[config.mk]
export PLATFORM = sky130hd
export DESIGN_NAME = size_detect_sequencer
export DESIGN_NICKNAME = d
export VERILOG_FILES = /design/src/rtl/size_detect_sequencer.sv
export SDC_FILE = /design/constraint.sdc
export NUM_CORES = 1
export LEC_CHECK = 0
export ABC_AREA = 1
export CAP_MARGIN = 20
export CORE_ASPECT_RATIO = 1.1
export CORE_MARGIN = 8
export CORE_UTILIZATION = 50
export CTS_CLUSTER_DIAMETER = 100
export CTS_CLUSTER_SIZE = 16
export DETAILED_ROUTE_END_ITERATION = 10
export PLACE_DENSITY_LB_ADDON = 0.2
export SLEW_MARGIN = 20
export SYNTH_ARGS = -nofsm -noshare
export SYNTH_HDL_FRONTEND = slang
export SYNTH_SLANG_ARGS = --single-unit
[constraint.sdc]
create_clock -name clk -period 3.2 [get_ports clk]
set_input_delay 0.32 -clock clk [delete_from_list [all_inputs] [get_ports clk]]
set_output_delay 0.32 -clock clk [all_outputs]
set_load 0.01 [all_outputs]
[src/rtl/size_detect_sequencer.sv]
// Frame-level sequencer for the CAN DLC size detector: bus-idle sync, SOF catch, detector arm/latch, body tracking to EOF.
// Optional watchdog compiled in with `define SEQ_TIMEOUT_EN; otherwise errTimeout is tied low.
module size_detect_sequencer #(
  parameter int          IDLE_BITS    = 11,
  parameter int          TAIL_BITS    = 15,
  parameter int          TIMEOUT_BITS = 160,
  parameter logic [15:0] COUNT_INIT   = 16'h0000
) (
  input  logic        clk,
  input  logic        reset,
  input  logic        enable,
  input  logic        dIn,
  input  logic        bitTick,
  input  logic        sdComplete,
  input  logic [3:0]  sdMsgSize,
  output logic        sdResetN,
  output logic        sdEnable,
  output logic        frameActive,
  output logic        frameDone,
  output logic [3:0]  msgSize,
  output logic [3:0]  payloadBytes,
  output logic [15:0] frameCount,
  output logic        errShort,
  output logic        errTimeout
);

  localparam int RUN_W = $clog2(IDLE_BITS + 1);
  localparam logic [RUN_W-1:0] IDLE_MAX = RUN_W'(IDLE_BITS);

  typedef enum logic [2:0] {
    S_SYNC  = 3'd0,
    S_IDLE  = 3'd1,
    S_CLEAR = 3'd2,
    S_ARM   = 3'd3,
    S_LATCH = 3'd4,
    S_BODY  = 3'd5,
    S_DONE  = 3'd6
  } state_t;

  state_t           state, state_nxt;
  logic [RUN_W-1:0] sync_cnt, sync_cnt_nxt;
  logic [RUN_W-1:0] run_cnt, run_cnt_nxt;
  logic [7:0]       bit_cnt, bit_cnt_nxt;
  logic [7:0]       min_bits, min_bits_nxt;
  logic [3:0]       msg_size_nxt, payload_nxt;
  logic [15:0]      frame_count_nxt;
  logic             done_set, short_set;
  logic             timeout_hit;

  function automatic logic [7:0] sat_inc8(input logic [7:0] v);
    return (v == 8'hFF) ? v : v + 8'd1;
  endfunction

  function automatic logic [3:0] clamp_dlc(input logic [3:0] dlc);
    return (dlc > 4'd8) ? 4'd8 : dlc;
  endfunction

  // Payload bits plus CRC tail; 8*8+15 = 79 keeps this within 8 bits.
  function automatic logic [7:0] min_len(input logic [3:0] bytes);
    return {1'b0, bytes, 3'b000} + 8'(TAIL_BITS);
  endfunction

`ifdef SEQ_TIMEOUT_EN
  logic [8:0] wd_cnt, wd_nxt;

  always_comb begin
    wd_nxt      = wd_cnt;
    timeout_hit = 1'b0;
    if (state == S_CLEAR) begin
      wd_nxt = '0;
    end else if ((state == S_ARM || state == S_BODY) && bitTick) begin
      wd_nxt      = wd_cnt + 9'd1;
      timeout_hit = (wd_cnt + 9'd1 == 9'(TIMEOUT_BITS));
    end
  end

  always_ff @(posedge clk or posedge reset) begin
    if (reset) begin
      wd_cnt     <= '0;
      errTimeout <= 1'b0;
    end else begin
      wd_cnt     <= enable ? wd_nxt : '0;
      errTimeout <= enable & timeout_hit;
    end
  end
`else
  assign timeout_hit = 1'b0;
  assign errTimeout  = 1'b0;
`endif

  // enable and the watchdog override every state transition.
  always_comb begin
    state_nxt       = state;
    sync_cnt_nxt    = sync_cnt;
    run_cnt_nxt     = run_cnt;
    bit_cnt_nxt     = bit_cnt;
    min_bits_nxt    = min_bits;
    msg_size_nxt    = msgSize;
    payload_nxt     = payloadBytes;
    frame_count_nxt = frameCount;
    done_set        = 1'b0;
    short_set       = 1'b0;
    if (!enable) begin
      state_nxt    = S_SYNC;
      sync_cnt_nxt = '0;
    end else if (timeout_hit) begin
      state_nxt    = S_SYNC;
      sync_cnt_nxt = '0;
    end else begin
      case (state)
        S_SYNC: begin
          if (bitTick) begin
            if (!dIn) begin
              sync_cnt_nxt = '0;
            end else if (sync_cnt == IDLE_MAX - RUN_W'(1)) begin
              sync_cnt_nxt = '0;
              state_nxt    = S_IDLE;
            end else begin
              sync_cnt_nxt = sync_cnt + RUN_W'(1);
            end
          end
        end
        // Hard-sync: any dominant level starts a frame, tick or not.
        S_IDLE:  if (!dIn) state_nxt = S_CLEAR;
        S_CLEAR: state_nxt = S_ARM;
        S_ARM:   if (sdComplete) state_nxt = S_LATCH;
        S_LATCH: begin
          msg_size_nxt = sdMsgSize;
          payload_nxt  = clamp_dlc(sdMsgSize);
          min_bits_nxt = min_len(clamp_dlc(sdMsgSize));
          bit_cnt_nxt  = bitTick ? 8'd1 : 8'd0;
          run_cnt_nxt  = (bitTick && dIn) ? RUN_W'(1) : '0;
          state_nxt    = S_BODY;
        end
        S_BODY: begin
          if (bitTick) begin
            bit_cnt_nxt = sat_inc8(bit_cnt);
            if (!dIn) begin
              run_cnt_nxt = '0;
            end else begin
              run_cnt_nxt = run_cnt + RUN_W'(1);
              if (run_cnt_nxt == IDLE_MAX) begin
                if (bit_cnt_nxt >= min_bits) begin
                  state_nxt = S_DONE;
                end else begin
                  short_set = 1'b1;
                  state_nxt = S_IDLE;
                end
              end
            end
          end
        end
        S_DONE: begin
          done_set        = 1'b1;
          frame_count_nxt = frameCount + 16'd1;
          state_nxt       = S_IDLE;
        end
        default: state_nxt = S_SYNC;
      endcase
    end
  end

  always_ff @(posedge clk or posedge reset) begin
    if (reset) begin
      state        <= S_SYNC;
      sync_cnt     <= '0;
      run_cnt      <= '0;
      bit_cnt      <= '0;
      min_bits     <= '0;
      msgSize      <= '0;
      payloadBytes <= '0;
      frameCount   <= COUNT_INIT;
      frameDone    <= 1'b0;
      errShort     <= 1'b0;
    end else begin
      state        <= state_nxt;
      sync_cnt     <= sync_cnt_nxt;
      run_cnt      <= run_cnt_nxt;
      bit_cnt      <= bit_cnt_nxt;
      min_bits     <= min_bits_nxt;
      msgSize      <= msg_size_nxt;
      payloadBytes <= payload_nxt;
      frameCount   <= frame_count_nxt;
      frameDone    <= done_set;
      errShort     <= short_set;
    end
  end

  assign sdResetN    = !(state inside {S_SYNC, S_IDLE, S_CLEAR});
  assign sdEnable    = state inside {S_ARM, S_LATCH, S_BODY, S_DONE};
  assign frameActive = state inside {S_CLEAR, S_ARM, S_LATCH, S_BODY, S_DONE};

endmodule

==> metrics.csv <==
metric;value;unit
Post-CTS Setup Inserts;0;
total CTS buffers;5;
Gate Count Post-Synth;388;
PortBufs;38;
chip height;97.23;um
Fill cells;526;
vias;2542;
total clock sinks;51;
Worst path depth;17;
Worst Path Arrival;2.68;ns
width of the die;89.85;um
Setup crit start kind;register;
drt wl/cell;12.18;um
Final Cycle Share;77.47;%
Placeable Area;0.005769;sq mm
synthesized area;0.002999;sq mm
Worst Setup End Kind;register;
Crit Path Category;register to register;
DR iter-0 viols;98;
Worst path top cell family by delay;simple AND/OR/NAND/NOR gates;
vias per cell;5.004;
final core occ;61.92;%
post-route DRC violation count;0;
layout cells sized above 1;6.032;%
commonest non-fill, non-tap cells in the layout;nand2_1, inv_1, dfrtp_1, clkdlybuf4s50_1, nor2_1;
# IOs;40;
total power;0.001254;W
placed cell area;0.003451;sq mm
Seq/Total Area, Yosys;42.55;%
FF+latch count, synth;51;
clock skew;0.005595;ns
CP Max Fanout;7;
Worst-Skew Late Latency;0.30;ns
Initial Util;51.98;%
CP bufs+invs;1;
Final Hold Fails;0;
Slew Limit Fails;0;
largest net degree at the start of global routing;29;
first-pass GRT wire length;11.00;mm
nets;455;
Reg2Reg Depth;17;
Finished Cell Area;0.003572;sq mm
GR Overflow Total;0;
leakage;1.807;nW
Setup violations, final;0;
hold_buf cts;0;
Crit path top cell by count;nand2_1;
Die ar.;0.008736;sq mm
Syn. warnings;0;
number of distinct library cells after synthesis;37;
Max-Cap Viols;0;
total track usage;14.78;%
Slew Limit Headroom;62.58;%
fmax;0.4034;GHz
drt pass-1 iters;4;
CTS tree;built;
Worst Tran Pin Value;0.5604;ns
Peak VDD IR;0.2296;mV
Non-Filler Instances;508;
CP Cell Sequence;ha_1 > nand2_1 > nor3_2 > nand3_2 > o21ai_0 > inv_1 > ha_1 > nand2_1 > nor2_1 > nor2_1 > nand2_1 > nand2_1 > nand2_1 > nand2_1 > nand2_1 > nand3_1 > nand2_1;
CTS clk-pin slew, worst paths;0.09;ns
Rows;29;
Worst Hold Class;primary input to asynchronous set/reset pin;
vias in the first global route;2549;
origin of the worst setup path;bit_cnt[0];
n_diodes;0;
Setup TNS;0;ns
htree depth;2;
clk root buf;clkbuf_8;
Pwr Density;351.1;mW/mm^2
reg2reg start;bit_cnt[0];
RSZ-0062 raised after global routing;false;
initial antenna violation count;0;
max incr delay on CP;0.44;ns
cell total after placement;500;
post-DP HPWL;4.809;mm
minimum clock period;2.479;ns
leading cell type in the layout, fill and taps excluded;nand2_1;
ANT nets after route;0;
CP max-delay cell;dfrtp_1;
Syn Area/Cell;7.730;sq um
syn nets;413;
status;finished clean;
GP Congestion;0.8734;
post-detailed-routing wire length;6.189;mm
CTS max path bufs;2;
cts repair resizes;0;
Critical Path RT;3.40;ns
Layout area overhead;19.11;%
worst paths after layout:
path | slack [ns] | to
max in group asynchronous | 2.22 | run_cnt[2]
min | 0.38 | msgSize[3]
max reg2reg | 0.72 | state[1]
min reg2reg | 0.48 | min_bits[7]
min in group clk | 0.48 | min_bits[7]
max | 0.72 | state[1]
registers in the layout (all words and copies together), names as in the netlist:
| signal | count |
|---|---|
| bit_cnt | 8 |
| errShort | 1 |
| frameCount | 16 |
| frameDone | 1 |
| min_bits | 6 |
| msgSize | 4 |
| payloadBytes | 4 |
| run_cnt | 4 |
| state | 3 |
| sync_cnt | 4 |
synthesized netlist by cell type:
master	n	area share, %
nor2_1	26	3.3
o221ai_1	1	0.29
buf_4	1	0.25
nor2_2	3	0.63
o211ai_1	2	0.50
xnor2_1	4	1.2
a21oi_1	9	1.5
o21a_1	3	0.75
o21bai_1	1	0.25
nand2_1	118	15
nor3_1	5	0.83
o22ai_1	3	0.63
and2_1	1	0.21
buf_2	2	0.33
nand3_1	21	3.5
o21ai_0	22	3.7
nor2_4	1	0.38
nor3_2	2	0.67
nand4_4	1	0.71
nand3_2	4	1.3
nand3b_1	1	0.25
o31ai_1	1	0.25
nor3_4	1	0.54
inv_1	60	7.5
nor4_1	2	0.42
conb_1	1	0.13
nor3b_1	1	0.25
dfrtp_1	51	43
a31oi_1	1	0.21
or2_2	1	0.21
buf_6	2	0.75
xor2_1	11	3.2
clkinv_1	1	0.13
and3_1	1	0.21
ha_1	15	6.3
nand4_1	6	1.3
inv_2	2	0.25
power breakdown:
group,switching (W),internal [W],total [W],leakage [nW]
combinational,0.0000631,0.0000463,0.000109,1.10
clock,0.000214,0.000257,0.000471,0.0618
sequential,0.0000130,0.000661,0.000674,0.645
routing by layer:
layer  track usage [%]  up-vias  wire length, um
li1                  -     1310                -
met1             16.86     1190             2833
met2             26.25       34             3066
met3             3.709        8              206
met4             4.563        0               82
met5                 0        -                0
final cells by class:
cell class,instances,area (sq um),area share [%]
clock inverters,2,38.79,1.086
well taps,77,96.34,2.697
inverters,63,236.5,6.620
clock buffers,6,82.58,2.312
repair buffers,40,395.4,11.07
flip-flops and latches,51,1276,35.73
multi-input cells,269,1446,40.49
per-stage QoR:
stage | hold slack [ns] | setup WS (ns)
final | 0.3760 | 0.7210
after global routing | 0.4341 | 0.4726
after CTS | 0.3898 | 0.7319
after detailed placement | 0.4616 | 0.7404
after global placement | 0.4502 | 0.8453
after floorplan | 0.4361 | 1.006
cell families after synthesis:
| kind of cell | share of synthesized area [%] |
|---|---|
| xor gates and xnor gates | 4.380 |
| adders and majority gates | 6.258 |
| and+or+nand+nor | 29.41 |
| AOI/OAI and AO/OA | 8.052 |
| other | 0.1250 |
| buffers and inverters | 9.220 |
| DFF | 42.55 |
No activity file was read; power rests on OpenSTA's default activity.
